<file path="src/rtl/memory_access_unit_pkg.sv">
// Shared encodings for the memory stage: Y86 icodes, stat codes and the
// access FSM states.
package memory_access_unit_pkg;

  localparam logic [3:0] I_HALT   = 4'h0;
  localparam logic [3:0] I_NOP    = 4'h1;
  localparam logic [3:0] I_RRMOVQ = 4'h2;
  localparam logic [3:0] I_IRMOVQ = 4'h3;
  localparam logic [3:0] I_RMMOVQ = 4'h4;
  localparam logic [3:0] I_MRMOVQ = 4'h5;
  localparam logic [3:0] I_OPQ    = 4'h6;
  localparam logic [3:0] I_JXX    = 4'h7;
  localparam logic [3:0] I_CALL   = 4'h8;
  localparam logic [3:0] I_RET    = 4'h9;
  localparam logic [3:0] I_PUSHQ  = 4'hA;
  localparam logic [3:0] I_POPQ   = 4'hB;

  localparam logic [2:0] SAOK = 3'd1;
  localparam logic [2:0] SHLT = 3'd2;
  localparam logic [2:0] SADR = 3'd3;
  localparam logic [2:0] SINS = 3'd4;

  typedef enum logic [1:0] {
    MAU_IDLE = 2'b00,
    MAU_REQ  = 2'b01,
    MAU_WAIT = 2'b10,
    MAU_DONE = 2'b11
  } mau_state_e;

endpackage

</file>
<file path="src/rtl/dmem_addr_check.sv">
// Decodes the icode into read/write intent, selects the access address and
// checks that the full 8-byte access fits inside data memory.
module dmem_addr_check
  import memory_access_unit_pkg::*;
#(
  parameter int unsigned MEM_BYTES = 4096
) (
  input  logic [3:0]  icode_i,
  input  logic [63:0] valE_i,
  input  logic [63:0] valA_i,
  output logic        rd_o,
  output logic        wr_o,
  output logic [63:0] addr_o,
  output logic        legal_o
);

  // Comparing against the last legal start address avoids computing addr+8,
  // which could wrap for addresses near 2^64.
  localparam logic [63:0] LAST_ADDR = 64'(MEM_BYTES - 8);

  always_comb begin
    rd_o   = 1'b0;
    wr_o   = 1'b0;
    addr_o = valE_i;
    case (icode_i)
      I_MRMOVQ: rd_o = 1'b1;
      I_POPQ, I_RET: begin
        rd_o   = 1'b1;
        addr_o = valA_i;
      end
      I_RMMOVQ, I_PUSHQ, I_CALL: wr_o = 1'b1;
      default: ;
    endcase
    legal_o = (addr_o <= LAST_ADDR);
  end

endmodule

</file>
<file path="src/rtl/memory_access_unit.sv">
// Memory stage: one 8-byte access per instruction over a req/gnt/rvalid bus,
// stalling the pipeline until the access completes, errors or times out.
module memory_access_unit
  import memory_access_unit_pkg::*;
#(
  parameter int unsigned MEM_BYTES = 4096,
  parameter int unsigned TIMEOUT   = 16
) (
  input  logic        clk_i,
  input  logic        rst_n_i,
  input  logic [2:0]  M_stat_i,
  input  logic [3:0]  M_icode_i,
  input  logic [63:0] M_valE_i,
  input  logic [63:0] M_valA_i,
  output logic        dmem_req_o,
  output logic        dmem_we_o,
  output logic [63:0] dmem_addr_o,
  output logic [63:0] dmem_wdata_o,
  input  logic        dmem_gnt_i,
  input  logic        dmem_rvalid_i,
  input  logic [63:0] dmem_rdata_i,
  input  logic        dmem_err_i,
  output logic [63:0] m_valM_o,
  output logic [2:0]  m_stat_o,
  output logic        m_stall_o
);

  localparam int CNT_W = ($clog2(TIMEOUT + 1) > 5) ? $clog2(TIMEOUT + 1) : 5;
  localparam logic [CNT_W-1:0] CNT_LAST = CNT_W'(TIMEOUT - 1);

  mau_state_e       state_q, state_d;
  logic [63:0]      addr_q, addr_d;
  logic             we_q, we_d;
  logic [63:0]      wdata_q, wdata_d;
  logic [63:0]      valM_q, valM_d;
  logic             err_q, err_d;
  logic [CNT_W-1:0] cnt_q, cnt_d;

  logic        acc_rd, acc_wr, acc_legal, need, timeout;
  logic [63:0] acc_addr;

  dmem_addr_check #(
    .MEM_BYTES (MEM_BYTES)
  ) u_addr_check (
    .icode_i (M_icode_i),
    .valE_i  (M_valE_i),
    .valA_i  (M_valA_i),
    .rd_o    (acc_rd),
    .wr_o    (acc_wr),
    .addr_o  (acc_addr),
    .legal_o (acc_legal)
  );

  assign need    = (acc_rd || acc_wr) && (M_stat_i == SAOK);
  assign timeout = (cnt_q == CNT_LAST);

  always_ff @(posedge clk_i or negedge rst_n_i) begin
    if (!rst_n_i) begin
      state_q <= MAU_IDLE;
      addr_q  <= '0;
      we_q    <= 1'b0;
      wdata_q <= '0;
      valM_q  <= '0;
      err_q   <= 1'b0;
      cnt_q   <= '0;
    end else begin
      state_q <= state_d;
      addr_q  <= addr_d;
      we_q    <= we_d;
      wdata_q <= wdata_d;
      valM_q  <= valM_d;
      err_q   <= err_d;
      cnt_q   <= cnt_d;
    end
  end

  always_comb begin
    state_d = state_q;
    addr_d  = addr_q;
    we_d    = we_q;
    wdata_d = wdata_q;
    valM_d  = valM_q;
    err_d   = err_q;
    cnt_d   = cnt_q;
    case (state_q)
      MAU_IDLE: begin
        if (need) begin
          cnt_d  = '0;
          valM_d = '0;
          if (acc_legal) begin
            addr_d  = acc_addr;
            we_d    = acc_wr;
            wdata_d = M_valA_i;
            err_d   = 1'b0;
            state_d = MAU_REQ;
          end else begin
            err_d   = 1'b1;
            state_d = MAU_DONE;
          end
        end
      end
      MAU_REQ: begin
        cnt_d = cnt_q + 1'b1;
        if (timeout) begin
          err_d   = 1'b1;
          state_d = MAU_DONE;
        end else if (dmem_gnt_i) begin
          state_d = MAU_WAIT;
        end
      end
      MAU_WAIT: begin
        cnt_d = cnt_q + 1'b1;
        // A response in the final budgeted cycle still counts as success.
        if (dmem_rvalid_i) begin
          valM_d  = we_q ? 64'd0 : dmem_rdata_i;
          err_d   = dmem_err_i;
          state_d = MAU_DONE;
        end else if (timeout) begin
          err_d   = 1'b1;
          state_d = MAU_DONE;
        end
      end
      default: state_d = MAU_IDLE;
    endcase
  end

  // Stall is gated by reset so the pipeline is released while reset is held.
  always_comb begin
    dmem_req_o   = (state_q == MAU_REQ);
    dmem_we_o    = we_q;
    dmem_addr_o  = addr_q;
    dmem_wdata_o = wdata_q;
    m_stall_o    = rst_n_i && (((state_q == MAU_IDLE) && need) ||
                               (state_q == MAU_REQ) || (state_q == MAU_WAIT));
    m_valM_o     = (state_q == MAU_DONE) ? valM_q : 64'd0;
    m_stat_o     = ((state_q == MAU_DONE) && err_q) ? SADR : M_stat_i;
  end

endmodule
</file>
<file path="config.mk">
export PLATFORM = sky130hd
export DESIGN_NAME = memory_access_unit
export DESIGN_NICKNAME = d
export VERILOG_FILES = /design/src/rtl/memory_access_unit_pkg.sv /design/src/rtl/dmem_addr_check.sv /design/src/rtl/memory_access_unit.sv
export SDC_FILE = /design/constraint.sdc
export NUM_CORES = 1
export LEC_CHECK = 0
export CAP_MARGIN = 15
export CORE_AREA = 2 2 155 157
export DETAILED_ROUTE_END_ITERATION = 6
export DIE_AREA = 0 0 157 159
export MAX_ROUTING_LAYER = met4
export PLACE_DENSITY_LB_ADDON = 0.08
export SLEW_MARGIN = 20
export SYNTH_ARGS = -nofsm -noshare
export SYNTH_HDL_FRONTEND = slang
export SYNTH_SLANG_ARGS = --single-unit
</file>
<file path="constraint.sdc">
create_clock -name clk_i -period 5.55 [get_ports clk_i]
set_input_delay 1.3875 -clock clk_i [delete_from_list [all_inputs] [get_ports clk_i]]
set_output_delay 1.3875 -clock clk_i [all_outputs]
set_load 0.02 [all_outputs]
</file>
==> results of run 1 <==
[worst min-delay path: cells and delay by family (launching register included)]
kind               cells  cell delay (ns)
DFF                    1             0.34
AOI/OAI and AO/OA      1             0.05
and+or+nand+nor        1             0.04
[synthesized netlist by cell type, drive strengths merged, types with 2 or more instances]
master  count
dfrtp     201
nand2     154
and2      118
o21ai      85
mux2       64
clkbuf     30
nor4       24
buf        14
mux2i      13
nand4      10
nor3        8
ha          7
nand3       7
inv         6
nor2        6
nand2b      5
a21oi       3
o211ai      3
o31ai       3
nor2b       2
[layer usage]
layer / vias to the layer above / part of all wire, %
met3: 35 / 8.6
met4: 0 / 1.9
met5: - / 0
met1: 3252 / 39
li1: 3377 / -
met2: 250 / 51
[where the power goes]
| group | switching (mW) | internal [mW] | leakage (nW) |
|---|---|---|---|
| sequential | 0.0781 | 1.64 | 2.75 |
| combinational | 0.758 | 0.499 | 2.89 |
| clock | 0.594 | 0.960 | 0.377 |
[path summary, 6_finish.rpt]
kind	start	to	cells after the start
hold reg to reg	valM_q[58]$_DFFE_PN0P_	valM_q[58]$_DFFE_PN0P_	2
hold / removal	valM_q[58]$_DFFE_PN0P_	valM_q[58]$_DFFE_PN0P_	2
setup / recovery	M_icode_i[2]	m_stall_o	7
setup reg to reg	state_q[0]$_DFFE_PN0P_	dmem_wdata_o[10]$_DFFE_PN0P_	8
max in group asynchronous	rst_n_i	dmem_wdata_o[31]$_DFFE_PN0P_	2
min in group asynchronous	rst_n_i	valM_q[48]$_DFFE_PN0P_	1
[flip-flops by register name, summed over array words and instances, names as in the netlist]
name / flops
dmem_addr_o: 64
dmem_wdata_o: 64
valM_q: 64
cnt_q: 5
state_q: 2
dmem_we_o: 1
err_q: 1
[layout make-up]
type                    count  area share, %
clock buffers              31           4.83
clock inverters             7          0.830
multi-input cells         522           23.9
inverters                   6          0.166
well taps                 319           2.94
repair buffers            410           30.3
flip-flops and latches    201           37.1
[metrics by stage]
step / utilization, % / power, mW
6_report: 58.5 / 4.52
2_1_floorplan: - / 2.49
4_1_cts: 58.5 / 4.60
3_3_place_gp: 55.2 / 3.00
5_1_grt: 58.5 / 4.82
3_5_place_dp: 55.2 / 3.02
[cells by family (layout without fill, tap and decap cells)]
kind of cell,count (synthesis),in the layout,share of synthesized area (%)
and+or+nand+nor,338,338,20.1
buffers and inverters,50,454,2.56
AOI/OAI and AO/OA,100,100,6.44
muxes,77,77,10.5
DFF,201,201,59.4
adders and majority gates,7,7,1.03
==> metrics.txt, run 1 <==
ys async rst share=100%; die height=159 µm; # DRC=0; Placed Area=12800 µm²; initial DRC count=342; die width=157 µm; layout cells sized above 1=9.52%; DRT Wirelength=26.2 mm; Power Density=333 nW/µm²; most frequent CP cell=clkdlybuf4s50_1; port buffer count=401; Worst Tran Pin Value=0.875 ns; Syn. warnings=0; Min Hold Slack=0.469 ns; Num CTS Buffers=23; Post-synth EDFFs=0; Initial Util=36.5%; Max Fclk=205 MHz; GR Util met2=36.5%; sum of buffers and inverters on the critical path=3; grt total ovfl=0; clock tree buffer depth=3; Place WS=0.651 ns; multi-input logic area=3240 µm²; Antenna Nets Post-Route=0; HPWL Detailed=19.1 mm; largest net degree at the start of global routing=129; post-route cell area=13600 µm²; fin crit period=4.87 ns; fin cells=1496; Core Area=23200 µm²; total global-route track usage=21.0%; R2R setup slack=3.28 ns; gp weighted congestion=0.780; vias=6914; TNS Setup=0 ns; Reg clk slew, reported paths=0.06 ns; vias per inst=4.62; CP peak stage delay=0.64 ns; root buffer cell=clkbuf_16; critical path's slowest cell=clkdlybuf4s50_1; clk_lat worst skew=0.50 ns; Hold-fix buffers, CTS=0; synth top area cells=dfrtp_1 (59%), and2_1 (8.7%), mux2_2 (7.2%); most frequent cells in the layout=clkdlybuf4s50_1 (400), dfrtp_1 (201), nand2_1 (154); vias in the first global route=7099; Hold Path Class=flop to flop; postcts setup bufs=0; Setup CP Type=input port to output pin; status=finished, final reports clean; RSZ-0062 raised after global routing=false; cell breakdown of the critical path=clkdlybuf4s50_1, nor3b_1, o211ai_1, nor2_1, buf_4, o31a_1, clkdlybuf4s50_1; Required @ worst endpoint=4.16 ns; Antenna Diode Count=0; Lkg Pwr=6.03 nW; crit path max fanout=4; number of fill cells=2043; CP delay by family, top=buffers and inverters; Die Area=25000 µm²; IR Drop Worst-Case VDD=0.261 mV; Worst Path Arrival=3.48 ns; CTS resizes=0; #FFs+latches synth=201; Startpoint Class=input port; FF+latch area=5030 µm²; setup violators final=0; initial antenna violation count=0; Placed Cells=1458; Final Hold Fails=0; Layout area overhead=60.3%; TritonRoute pass-1 iters=4; grt peak-use layer=met2; Layout Nets=1375; Slew headroom=41.7%; most common cell after layout, fill and taps aside=clkdlybuf4s50_1; met1 Use GR=23.9%; Cell variety after synth=34; biggest area consumer among synthesized cells=dfrtp_1; post-synth design cell area=8470 µm²; first-pass GRT wire length=39.9 mm; post-synth top area share=59.4%; clock sink count=201; max-slew violations=0; M3 GR Usage=6.04%; routed length per instance=17.5 µm; row count=56; H-tree depth=1; Max Clock Skew=0.0154 ns; syn_area_per_cell=11.0 µm²; Seq/Total Area, Yosys=59.4%; top_reg_cell synth=dfrtp_1; final worst slack=0.682 ns; Mapped Cells=773; num ports=402; CTS tree=built; CP endpoint kind=output pin; Tcrit/Tclk final=87.7%; max_cap viols=0; Mapped Nets=984
Note: power is estimated with default switching activity, not from simulation.
==> run 2: changes to the inputs <==
--- a/config.mk
+++ b/config.mk
@@ -5,7 +5,7 @@
 export SDC_FILE = /design/constraint.sdc
 export NUM_CORES = 1
 export LEC_CHECK = 0
-export CAP_MARGIN = 15
+export CAP_MARGIN = 20
 export CORE_AREA = 2 2 155 157
 export DETAILED_ROUTE_END_ITERATION = 6
 export DIE_AREA = 0 0 157 159
==> results of run 2 <==
No change in the layout: final DEF, timing and power equal those of run 1.
